**src/rtl/hazard_stall_ctrl_pkg.sv**
```systemverilog
// Shared types, timing constants and the register-hazard helper for the
// decode-stage stall controller of the 5-stage MIPS pipeline.
package hazard_stall_ctrl_pkg;

    // Tuse: cycles until D needs an operand. Tnew: cycles after entering E
    // until the result can be forwarded.
    localparam logic [1:0] T_BRANCH = 2'd0;
    localparam logic [1:0] T_ALU    = 2'd1;
    localparam logic [1:0] T_STORE  = 2'd2;
    localparam logic [1:0] T_LOAD   = 2'd2;
    localparam logic [1:0] T_JAL    = 2'd0;

    // Default MDU latencies, counted after the mult/div leaves E.
    localparam int MULT_CYCLES_DEF = 5;
    localparam int DIV_CYCLES_DEF  = 10;
    localparam int CNT_W_DEF       = 4;

    // MDU tag carried alongside the E entry.
    typedef struct packed {
        logic start;
        logic div;
    } md_tag_t;

    // Scoreboard entry for the instruction currently in E.
    typedef struct packed {
        logic [4:0] reg_addr;
        logic [1:0] tnew;
        md_tag_t    md;
    } e_entry_t;

    // Scoreboard entry for the instruction currently in M.
    typedef struct packed {
        logic [4:0] reg_addr;
        logic [1:0] tnew;
    } m_entry_t;

    // A source operand stalls when a producer in E or M writes it and its
    // result is not ready by the time D needs it. $0 is never a hazard.
    function automatic logic reg_hazard(
        input logic [4:0] r,
        input logic       use_r,
        input logic [1:0] tuse,
        input e_entry_t   e,
        input m_entry_t   m
    );
        logic e_hit;
        logic m_hit;
        e_hit = (r == e.reg_addr) && (e.tnew > tuse);
        m_hit = (r == m.reg_addr) && (m.tnew > tuse);
        return use_r && (r != 5'd0) && (e_hit || m_hit);
    endfunction

endpackage

```
**src/rtl/hazard_stall_ctrl_mdu_busy_timer.sv**
```systemverilog
// Countdown modelling the multi-cycle mult/div unit. The count is loaded when
// a mult/div sits in E and runs down to zero; the unit is busy while a
// mult/div is in E or the count is non-zero.
module mdu_busy_timer
    import hazard_stall_ctrl_pkg::*;
#(
    parameter int MULT_CYCLES = MULT_CYCLES_DEF,
    parameter int DIV_CYCLES  = DIV_CYCLES_DEF,
    parameter int CNT_W       = CNT_W_DEF
) (
    input  logic    clk_i,
    input  logic    reset_i,
    input  md_tag_t e_md_i,
    output logic    busy_o
);

    logic [CNT_W-1:0] cnt_q;
    logic [CNT_W-1:0] cnt_d;

    // Next count: load on a mult/div in E, otherwise count down and hold at 0.
    // A reload mid-count cannot happen because a new mult/div is stalled in D
    // while the unit is busy.
    always_comb begin
        cnt_d = cnt_q;
        if (e_md_i.start) begin
            cnt_d = e_md_i.div ? CNT_W'(DIV_CYCLES) : CNT_W'(MULT_CYCLES);
        end else if (cnt_q != '0) begin
            cnt_d = cnt_q - CNT_W'(1);
        end
    end

    // Count register, abandoned immediately on reset.
    always_ff @(posedge clk_i or posedge reset_i) begin
        if (reset_i) begin
            cnt_q <= '0;
        end else begin
            cnt_q <= cnt_d;
        end
    end

    // Busy as soon as the mult/div reaches E, until the count has drained.
    always_comb begin
        busy_o = e_md_i.start || (cnt_q != '0);
    end

endmodule

```
**src/rtl/hazard_stall_ctrl.sv**
```systemverilog
// Stall/hazard controller beside the decode stage. Tracks destination
// register and Tnew for E and M, plus MDU occupancy, and decides every cycle
// whether the instruction in D advances or is held while a bubble enters E.
module hazard_stall_ctrl
    import hazard_stall_ctrl_pkg::*;
#(
    parameter int MULT_CYCLES = MULT_CYCLES_DEF,
    parameter int DIV_CYCLES  = DIV_CYCLES_DEF,
    parameter int CNT_W       = CNT_W_DEF
) (
    input  logic       clk,
    input  logic       reset,
    input  logic [4:0] d_rs,
    input  logic [4:0] d_rt,
    input  logic       d_use_rs,
    input  logic       d_use_rt,
    input  logic [1:0] d_Tuse_rs,
    input  logic [1:0] d_Tuse_rt,
    input  logic [4:0] d_WriteReg,
    input  logic [1:0] d_Tnew,
    input  logic       d_md_start,
    input  logic       d_md_div,
    input  logic       d_md_use,
    output logic       PC_en,
    output logic       IFID_en,
    output logic       IDEX_clear,
    output logic       mdu_busy
);

    e_entry_t e_q;
    e_entry_t e_d;
    m_entry_t m_q;
    m_entry_t m_d;

    logic hz_rs;
    logic hz_rt;
    logic md_stall;
    logic stall;

    // MDU occupancy; the E entry's tag drives both the load and the busy flag.
    mdu_busy_timer #(
        .MULT_CYCLES (MULT_CYCLES),
        .DIV_CYCLES  (DIV_CYCLES),
        .CNT_W       (CNT_W)
    ) u_mdu_busy_timer (
        .clk_i   (clk),
        .reset_i (reset),
        .e_md_i  (e_q.md),
        .busy_o  (mdu_busy)
    );

    // Stall decision, purely combinational from the scoreboard and D.
    always_comb begin
        hz_rs    = reg_hazard(d_rs, d_use_rs, d_Tuse_rs, e_q, m_q);
        hz_rt    = reg_hazard(d_rt, d_use_rt, d_Tuse_rt, e_q, m_q);
        md_stall = d_md_use && mdu_busy;
        stall    = hz_rs || hz_rt || md_stall;
    end

    // Scoreboard advance: E ages into M with Tnew decayed; E takes D or a bubble.
    always_comb begin
        m_d.reg_addr = e_q.reg_addr;
        m_d.tnew     = (e_q.tnew == 2'd0) ? 2'd0 : e_q.tnew - 2'd1;
        e_d          = '0;
        if (!stall) begin
            e_d.reg_addr = d_WriteReg;
            e_d.tnew     = d_Tnew;
            e_d.md.start = d_md_start;
            e_d.md.div   = d_md_div;
        end
    end

    // Scoreboard registers, cleared immediately on reset.
    always_ff @(posedge clk or posedge reset) begin
        if (reset) begin
            e_q <= '0;
            m_q <= '0;
        end else begin
            e_q <= e_d;
            m_q <= m_d;
        end
    end

    // Pipeline controls: hold PC and IF/ID, bubble ID/EX while stalled.
    always_comb begin
        PC_en      = !stall;
        IFID_en    = !stall;
        IDEX_clear = stall;
    end

endmodule

```
**config.mk**
```make
export PLATFORM = sky130hd
export DESIGN_NAME = hazard_stall_ctrl
export DESIGN_NICKNAME = d
export VERILOG_FILES = /design/src/rtl/hazard_stall_ctrl_pkg.sv /design/src/rtl/hazard_stall_ctrl_mdu_busy_timer.sv /design/src/rtl/hazard_stall_ctrl.sv
export SDC_FILE = /design/constraint.sdc
export NUM_CORES = 1
export LEC_CHECK = 0
export CORE_MARGIN = 2
export CORE_UTILIZATION = 48
export CTS_CLUSTER_DIAMETER = 60
export CTS_CLUSTER_SIZE = 14
export DETAILED_ROUTE_END_ITERATION = 7
export HOLD_SLACK_MARGIN = 0.08
export PLACE_DENSITY = 0.83
export REMOVE_ABC_BUFFERS = 1
export SYNTH_ARGS = -nofsm -noshare
export SYNTH_HDL_FRONTEND = slang
export SYNTH_SLANG_ARGS = --single-unit
```
**constraint.sdc**
```tcl
create_clock -name clk -period 2.3 [get_ports clk]
set_input_delay 0.345 -clock clk [delete_from_list [all_inputs] [get_ports clk]]
set_output_delay 0.345 -clock clk [all_outputs]
set_load 0.01 [all_outputs]
```
### Word level (Yosys, flattened, before mapping)

Index checks and enable logic that the tools add are counted.

| storage, ports and cells | value |
|---|---|
| register bits | 20 |
| input port bits | 28 |
| output and inout bits | 4 |
| word-level logic and storage cells | 42 |

| operators by class | value |
|---|---|
| add/subtract/negate cells | 2 |
| magnitude comparators | 4 |
| equal/unequal tests | 4 |
| mux-type cells | 5 |
| reductions and logical operators | 20 |

Operators with widths:

| cell | count |
|---|---|
| $eq A5 B5 Y1 | 4 |
| $mux W4 | 3 |
| $reduce_bool A5 Y1 | 2 |
| $logic_and A1 B1 Y1 | 9 |
| $mux W9 | 1 |
| $gt A2 B2 Y1 | 4 |
| $logic_or A1 B1 Y1 | 5 |
| $reduce_bool A4 Y1 | 1 |
| $sub A4 B1 Y4 const B | 1 |
| $logic_not A2 Y1 | 1 |
| $mux W2 | 1 |
| $reduce_bool A2 Y1 | 1 |
| $sub A2 B1 Y2 const B | 1 |
| $logic_not A1 Y1 | 1 |

### Longest topological paths before layout

Gate-level depths: netlist (run 1).

| logic depth | value |
|---|---|
| word-level depth | 7 |
| depth in mapped cells | 9 |
| depth with buffers taken out | 7 |

### By module

From an unflattened synthesis (run 1), not the netlist that was laid out.

| second synthesis, totals | value |
|---|---|
| cell total of the unflattened synthesis | 114 |
| area, all modules | 1,273.7 um2 |

Modules (own cells, without submodules):

| module | times used | cells each | area an instance (um2) | seq. area each (um2) |
|---|---|---|---|---|
| hazard_stall_ctrl | 1 | 91 | 1,031.0 | 400.4 |
| mdu_busy_timer | 1 | 23 | 242.7 | 100.1 |

### Worst setup path after synthesis (run 1)

No wires, ideal clock.

| timing | value |
|---|---|
| path type | flip-flop to output port |
| from | register u_mdu_busy_timer.cnt_q[0] |
| to | output PC_en |
| data arrival time | 2,026 ps |
| data required time | 1,955 ps |
| slack | -71 ps |
| stages on the path, launching flop included | 9 |
| buffers on the path | 3 |
| path through | dfrtp_1 > inv_1 > ha_1 > or4b_4 > buf_6 > and2_4 > buf_6 > nor3_1 > buf_4 |

| on the way | value |
|---|---|
| cells in the longest elaborated chain, start to end | 5 |

Ends and longest elaborated chain:

| what | RTL line | RTL |
|---|---|---|
| from (decl) | hazard_stall_ctrl_mdu_busy_timer.sv:17 | `logic [CNT_W-1:0] cnt_q;` |
| from (signal assigned) | hazard_stall_ctrl_mdu_busy_timer.sv:37 | `cnt_q <= cnt_d;` |
| $reduce_bool A4 Y1 | hazard_stall_ctrl_mdu_busy_timer.sv:43 | `busy_o = e_md_i.start \|\| (cnt_q != '0);` |
| $logic_or A1 B1 Y1 | hazard_stall_ctrl_mdu_busy_timer.sv:43 |  |
| net mdu_busy | hazard_stall_ctrl.sv:27 | `output logic mdu_busy` |
| $logic_and A1 B1 Y1 | hazard_stall_ctrl.sv:56 | `md_stall = d_md_use && mdu_busy;` |
| $logic_or A1 B1 Y1 | hazard_stall_ctrl.sv:57 | `stall = hz_rs \|\| hz_rt \|\| md_stall;` |
| $logic_not A1 Y1 | n/a |  |
| to (decl) | hazard_stall_ctrl.sv:24 | `output logic PC_en,` |

The timed path passes the listed nets, and every way through them passes these cells.

### Worst setup path in the final report (run 1)

| timing | value |
|---|---|
| from | input d_rt[3] |
| to | output IDEX_clear |

| on the way | value |
|---|---|
| cells in the longest elaborated chain, start to end | 6 |
| elaborated cells between the ends (all ways) | 10 |
| classes of those cells | eq/ne (2); reduce/logical (8) |

Ends and longest elaborated chain:

| what | RTL line | RTL |
|---|---|---|
| from (decl) | hazard_stall_ctrl.sv:14 | `input logic [4:0] d_rt,` |
| $eq A5 B5 Y1, on equally long branches | hazard_stall_ctrl_pkg.sv:48, hazard_stall_ctrl_pkg.sv:49 |  |
| $logic_and A1 B1 Y1, on equally long branches | hazard_stall_ctrl_pkg.sv:48, hazard_stall_ctrl_pkg.sv:49 |  |
| $logic_or A1 B1 Y1 | hazard_stall_ctrl_pkg.sv:50 | `return use_r && (r != 5'd0) && (e_hit \|\| m_hit);` |
| $logic_and A1 B1 Y1 (*) | hazard_stall_ctrl_pkg.sv:50 |  |
| $logic_or A1 B1 Y1 (*) (2 in a row) | hazard_stall_ctrl.sv:57 |  |
| to (decl) | hazard_stall_ctrl.sv:26 | `output logic IDEX_clear,` |

Every way passes the cells marked *; elsewhere a longest branch is shown, timed or not.

==> out/results.ini, run 1 <==
[run_status]
outcome=complete, but fails checks
failed_checks=negative setup slack

[synthesis]
syn_area_sq_um=1270
yosysTopAreaCell=dfrtp_1
async_reset_ff_share_pct=100
yosysWarningCount=0
yosysMostFrequentCell=dfrtp_1
yosysTopAreaCellShare_pct=39.4
synth_enable_flop_cells=0
synth-seq-cells=20
synthTopCellsByCount=20 x dfrtp_1, 12 x xnor2_1, 11 x inv_1, 10 x ha_1, 10 x xor2_1
syn_inst=114
synthFlopType=dfrtp_1
ys_types=27
yosysSeqAreaShare_pct=39.4
avgSynthCellArea_sq_um=11.1
synthTopCellsByArea=dfrtp_1 39%, nor4b_2 11%, ha_1 9.9%

[power]
fin_total_pwr_w=0.00123
seqPwrFrac_pct=38.9
p_comb_share_pct=48.3
power_frac_clock_pct=12.8
switching_share_pct=33.3
peakVddDrop_mv=0.559
leakagePower_nw=0.865
switchingPower_w=0.000409
p_int_w=0.000819
power_density_nw_per_um2=631

[global_route]
met3_usage_pct=3.28
grtUsageMet2_pct=38.3
busiest_layer=met2
grt_max_degree=21
grt_pass1_wl_um=5370
met1_usage_pct=27.7
antenna_found_initial=0
grt_pass1_vias=1168
track_usage_pct=22.2
grt_overflow=0

[layout]
final_nets=206
design_area_sq_um=1950
final_cells=196
num_antenna_cells=0
final_util_pct=77.8
drive_above_1_share_pct=41.6
area_growth_pct=53.4

[place]
dp_cells=186
io_buffers=31
placed_cell_area_sq_um=1700
gp_congestion=0.877
hpwl_um=2300

[clock_tree]
tritoncts=built
clk_pin_slew_ps=100
clk_path_buf_depth=2
clk_latency_ps=290
cts_sinks=20
hold_buffers=0
numCtsBuffers=3
cts_root_buffer=clkbuf_4
cts_htree_levels=1

[floorplanning]
start_util_pct=50.8
die_y_um=55.4
fp-row-count=18
dieArea_sq_um=3070
coreArea_sq_um=2500
die_w_um=55.4
ioPinCount=32

[timing]
slew_headroom_pct=51.7
setup_ws_ps=-139
setup_viol=3
finClkSkew_ps=5.30
fin_setup_tns_ps=-334
finalHoldViolCount=0
period_share_pct=106
clock.fmax_mhz=410
fin_crit_ps=2440
rsz0062_at_grt=yes
max_slew.worst_pin.slew_ps=724
slew_violations=0

[run]
drv_cap=0

[drt]
ant_nets=0
firstDrtPassIters=4
dr.first_iter.drc_count=31
viasPerCell=5.61
wl_per_cell_um=17.9
drc=0
vias=1100
wirelength_um=3510

[worst_setup_path]
setup.worst_path.end_class=output port
worstPathArrival_ps=2090
crit_type=in2out
crit_fanout=3
cp_cell_sequence=clkdlybuf4s50_1 > or4_4 > o221a_4 > or3_4 > buf_6
cp.required_ps=1960
cp-start-kind=input port
worst_path_dominant_cell_family=simple AND/OR/NAND/NOR gates
critPathMaxStageDelay_ps=490
cpMaxStageDelayCell=or4_4
worst-path-buf-inv=2

[hold_path]
hold_path.class=in2async

==> flip-flops by register name, indices dropped and copies added (netlist names) <==
| signal | count |
|---|---|
| e_q | 9 |
| m_q | 7 |
| u_mdu_busy_timer.cnt_q | 4 |
==> metrics by stage <==
stage,hold WS [ps],setup slack [ps]
6_report,464,-139
5_1_grt,484,-199
4_1_cts,455,-122
3_5_place_dp,437,-596
3_3_place_gp,425,-564
2_1_floorplan,309,103
==> worst register-to-register path, cell delays in order (launching register included) <==
cell and delay, ps:
dfrtp_2 480, ha_4 270, nand2_2 50, nand4_1 100, nor4_2 330, o221a_4 270, buf_4 120, buf_4 180
nor4b_2 70
==> per-layer routing <==
metal,up-vias,part of all wire [%]
met2,47,52
met5,-,0
met4,0,3.1
met1,538,39
met3,12,6.2
li1,503,-
==> power groups by stage <==
stage | clock network, W | logic, W | registers, W
after floorplan | 0 | 0.000251 | 0.000472
after global placement | 0 | 0.000450 | 0.000469
after detailed placement | 0 | 0.000472 | 0.000476
after CTS | 0.000158 | 0.000522 | 0.000470
after global routing | 0.000172 | 0.000658 | 0.000485
final | 0.000157 | 0.000593 | 0.000478
==> worst paths after layout <==
| check | start | endpoint | slack [ps] | cells past startpoint |
|---|---|---|---|---|
| max | d_rt[3] | IDEX_clear | -140 | 5 |
| min reg2reg | e_q[8] | m_q[6] | 470 | 0 |
| min | reset | e_q[8] | 460 | 2 |
| min in group clk | e_q[8] | m_q[6] | 470 | 0 |
| max reg2reg | e_q[3] | e_q[0] | 310 | 8 |
| max in group asynchronous | reset | m_q[1] | 1340 | 2 |
==> placed cells by master (no fill, tap or decap), drive strengths merged, types with 3 or more instances in the layout <==
| master | n |
|---|---|
| clkdlybuf4s50 | 18 |
| xor2 | 10 |
| nor4b | 9 |
| ha | 10 |
| nand2 | 4 |
| dlymetal6s2s | 5 |
| buf | 26 |
| nor4 | 4 |
| nand4 | 4 |
| inv | 11 |
| a21oi | 7 |
| dlygate4sd2 | 5 |
| dfrtp | 20 |
| clkbuf | 3 |
| xnor2 | 12 |
==> what timing repair did <==
action                                  4_1_cts  5_1_grt
cloned                                        0        0
pin swaps                                    11        7
gates resized for setup                      33       22
endpoints found under the setup margin        4        3
buffers inserted                              2        5
==> area by class of cell <==
type	count	area (sq um)
clock buffer	3	22.5
fill	152	554
inverter	11	41.3
multi-input combinational	78	861
sequential	20	503
tap	30	37.5
timing repair buffer	54	480
==> cell families (layout without fill, tap and decap cells) <==
kind of cell | Yosys count | count (layout) | share of synthesized area [%]
buffers and inverters | 16 | 68 | 6.41
AOI/OAI and AO/OA | 13 | 13 | 6.90
DFF | 20 | 20 | 39.4
and+or+nand+nor | 33 | 33 | 22.2
xor gates and xnor gates | 22 | 22 | 15.2
adders and majority gates | 10 | 10 | 9.86
No activity file was read; power rests on OpenSTA's default activity.
==> run 2, diff against run 1 <==
--- a/config.mk
+++ b/config.mk
@@ -6,12 +6,13 @@
 export NUM_CORES = 1
 export LEC_CHECK = 0
 export CORE_MARGIN = 2
-export CORE_UTILIZATION = 48
+export CORE_UTILIZATION = 61
 export CTS_CLUSTER_DIAMETER = 60
 export CTS_CLUSTER_SIZE = 14
 export DETAILED_ROUTE_END_ITERATION = 7
+export DONT_BUFFER_PORTS = 1
 export HOLD_SLACK_MARGIN = 0.08
-export PLACE_DENSITY = 0.83
+export PLACE_DENSITY = 0.82
 export REMOVE_ABC_BUFFERS = 1
 export SYNTH_ARGS = -nofsm -noshare
 export SYNTH_HDL_FRONTEND = slang
==> out/results.ini, run 2 (synthesis gave the netlist of run 1 again) <==
[run_status]
outcome=finished, final reports clean

[floorplanning]
coreArea_sq_um=1960  ; -22%
dieArea_sq_um=2460  ; -20%
die_w_um=49.6  ; -10%
ioPinCount=32  ; unchanged
fp-row-count=16  ; -2
die_y_um=49.6  ; -10%
start_util_pct=64.7  ; +14 points

[clock_tree]
cts_sinks=20  ; unchanged
clk_path_buf_depth=2  ; unchanged
numCtsBuffers=3  ; unchanged
clk_latency_ps=300  ; about the same
clk_pin_slew_ps=110  ; about the same
tritoncts=built
cts_root_buffer=clkbuf_4
cts_htree_levels=1  ; unchanged

[timing]
hold_slack_ps=202  ; -262 ps
setup_ws_ps=28.0  ; +167 ps
finClkSkew_ps=14.2  ; +8.92 ps
setup_viol=0  ; -3
slew_violations=0  ; unchanged
period_share_pct=98.8  ; -7.3 points
fin_crit_ps=2270  ; -167 ps
max_slew.worst_pin.slew_ps=704  ; -20.5 ps
clock.fmax_mhz=440  ; +7.4%
rsz0062_at_grt=yes
slew_headroom_pct=53.0  ; +1.4 points
finalHoldViolCount=0  ; unchanged

[worst_setup_path]
worstPathArrival_ps=1930  ; -160 ps
worstSetupStartpoint=m_q[1]
crit_fanout=3  ; unchanged
cp_cell_sequence=ha_1 > nand2_1 > nand4_1 > nor4_2 > o221a_2 > or3_4
cpMaxStageDelayCell=or3_4
critPathMaxStageDelay_ps=410  ; -80 ps
worst_path_dominant_cell_family=simple AND/OR/NAND/NOR gates
worst-path-buf-inv=0  ; -2
cp.required_ps=1960  ; about the same
r2r_start=m_q[1]
crit_type=reg2out
cp-start-kind=register
setup.worst_path.end_class=output port

[power]
leakagePower_nw=0.657  ; -24%
power_density_nw_per_um2=796  ; +26%
seqPwrFrac_pct=40.5  ; +1.6 points
p_int_w=0.000831  ; +1.5%
fin_total_pwr_w=0.00120  ; -2.4%
switching_share_pct=30.7  ; -2.7 points
p_comb_share_pct=36.3  ; -12 points
peakVddDrop_mv=0.675  ; +21%
switchingPower_w=0.000368  ; -10%
power_frac_clock_pct=23.1  ; +10 points

[layout]
final_common_cell=dfrtp_1
drive_above_1_share_pct=36.7  ; -4.8 points
final_util_pct=76.8  ; -1.0 points
area_growth_pct=18.7
design_area_sq_um=1510  ; -23%
final_cell_mix=19 x dfrtp_1, 14 x buf_4, 12 x xnor2_1, 10 x xor2_1, 9 x nor4b_2
largestRegisters=e_q (9), m_q (7), u_mdu_busy_timer.cnt_q (4)
nFillCells=130  ; -14%
final_nets=167  ; -19%
largest_reg_flops=9  ; unchanged
num_antenna_cells=0  ; unchanged
top_register=e_q

[place]
placed_cell_area_sq_um=1290  ; -24%
io_buffers=0  ; -100%
dp_slack_ps=158  ; +754 ps
gp_congestion=0.894  ; +2.0%
hpwl_um=2020  ; -13%

[run]
drv_cap=0  ; unchanged

[global_route]
grt_pass1_wl_um=4490  ; -16%
antenna_found_initial=0  ; unchanged
grt_pass1_vias=1034  ; -11%
track_usage_pct=24.0  ; +1.9 points
grt_overflow=0  ; unchanged
grt_max_degree=21  ; unchanged

[hold_path]
hold_path.class=in2reg
hp-start=d_md_div

[drt]
ant_nets=0  ; unchanged
wirelength_um=2680  ; -24%
vias=918  ; -17%
firstDrtPassIters=2  ; -2
wl_per_cell_um=17.3  ; -3.7%
dr.first_iter.drc_count=11  ; -65%
drc=0  ; unchanged
viasPerCell=5.92  ; +5.5%

==> run 2: cell types whose count changed in the layout (fill, tap and decap cells not counted), moves of 4 or more <==
| cell | change |
|---|---|
| buf_4 | -9 |
| clkdlybuf4s50_1 | -18 |
| dlygate4sd2_1 | -5 |
| dlymetal6s2s_1 | -5 |
| ha_1 | +4 |
| ha_4 | -4 |
==> run 2: power groups by stage <==
stage | sequential [W] | clock [W] | combinational (W)
2_1_floorplan | 0.000472 | 0 | 0.000251
3_3_place_gp | 0.000485 | 0 | 0.000288
3_5_place_dp | 0.000488 | 0 | 0.000321
4_1_cts | 0.000477 | 0.000284 | 0.000395
5_1_grt | 0.000493 | 0.000297 | 0.000484
6_report | 0.000486 | 0.000277 | 0.000435
==> run 2: cell type report <==
| class | count | area (sq um) | area share [%] |
|---|---|---|---|
| Multi-Input combinational cell | 78 | 762 | 50.6 |
| Sequential cell | 20 | 502 | 33.3 |
| Timing Repair Buffer | 15 | 115 | 7.64 |
| Inverter | 11 | 41.3 | 2.74 |
| Tap cell | 27 | 33.8 | 2.24 |
| Clock inverter | 1 | 30.0 | 1.99 |
| Clock buffer | 3 | 22.5 | 1.50 |
==> run 2: worst paths after layout <==
check	cells after the start	endpoint	slack [ps]
min reg2reg	1	m_q[0]	460
max	6	IDEX_clear	30
max reg2reg	8	e_q[7]	410
min in group asynchronous	2	e_q[0]	580
min	1	e_q[0]	200
max in group asynchronous	2	e_q[3]	1210
==> run 2: per-stage QoR <==
| stage | setup TNS, ps | std cells |
|---|---|---|
| 4_1_cts | 0 | 154 |
| 6_report | 0 | 155 |
| 2_1_floorplan | 0 | 109 |
| 3_5_place_dp | 0 | 140 |
| 5_1_grt | -153 | 155 |
| 3_3_place_gp | 0 | 140 |
==> run 2: timing repair <==
item	CTS	global route
hold buffers	1	0
setup endpoints to repair	3	3
buffers inserted	9	1
gates resized for setup	3	13
hold endpoints to repair	20	0
pin swaps	8	3
==> run 2: metal layers <==
layer | share of wire, % | up-vias | global-route usage (%)
li1 | - | 427 | -
met1 | 37 | 446 | 27.7
met2 | 53 | 35 | 42.0
met3 | 7.0 | 10 | 5.76
met4 | 2.8 | 0 | 10.6
met5 | 0 | - | 0
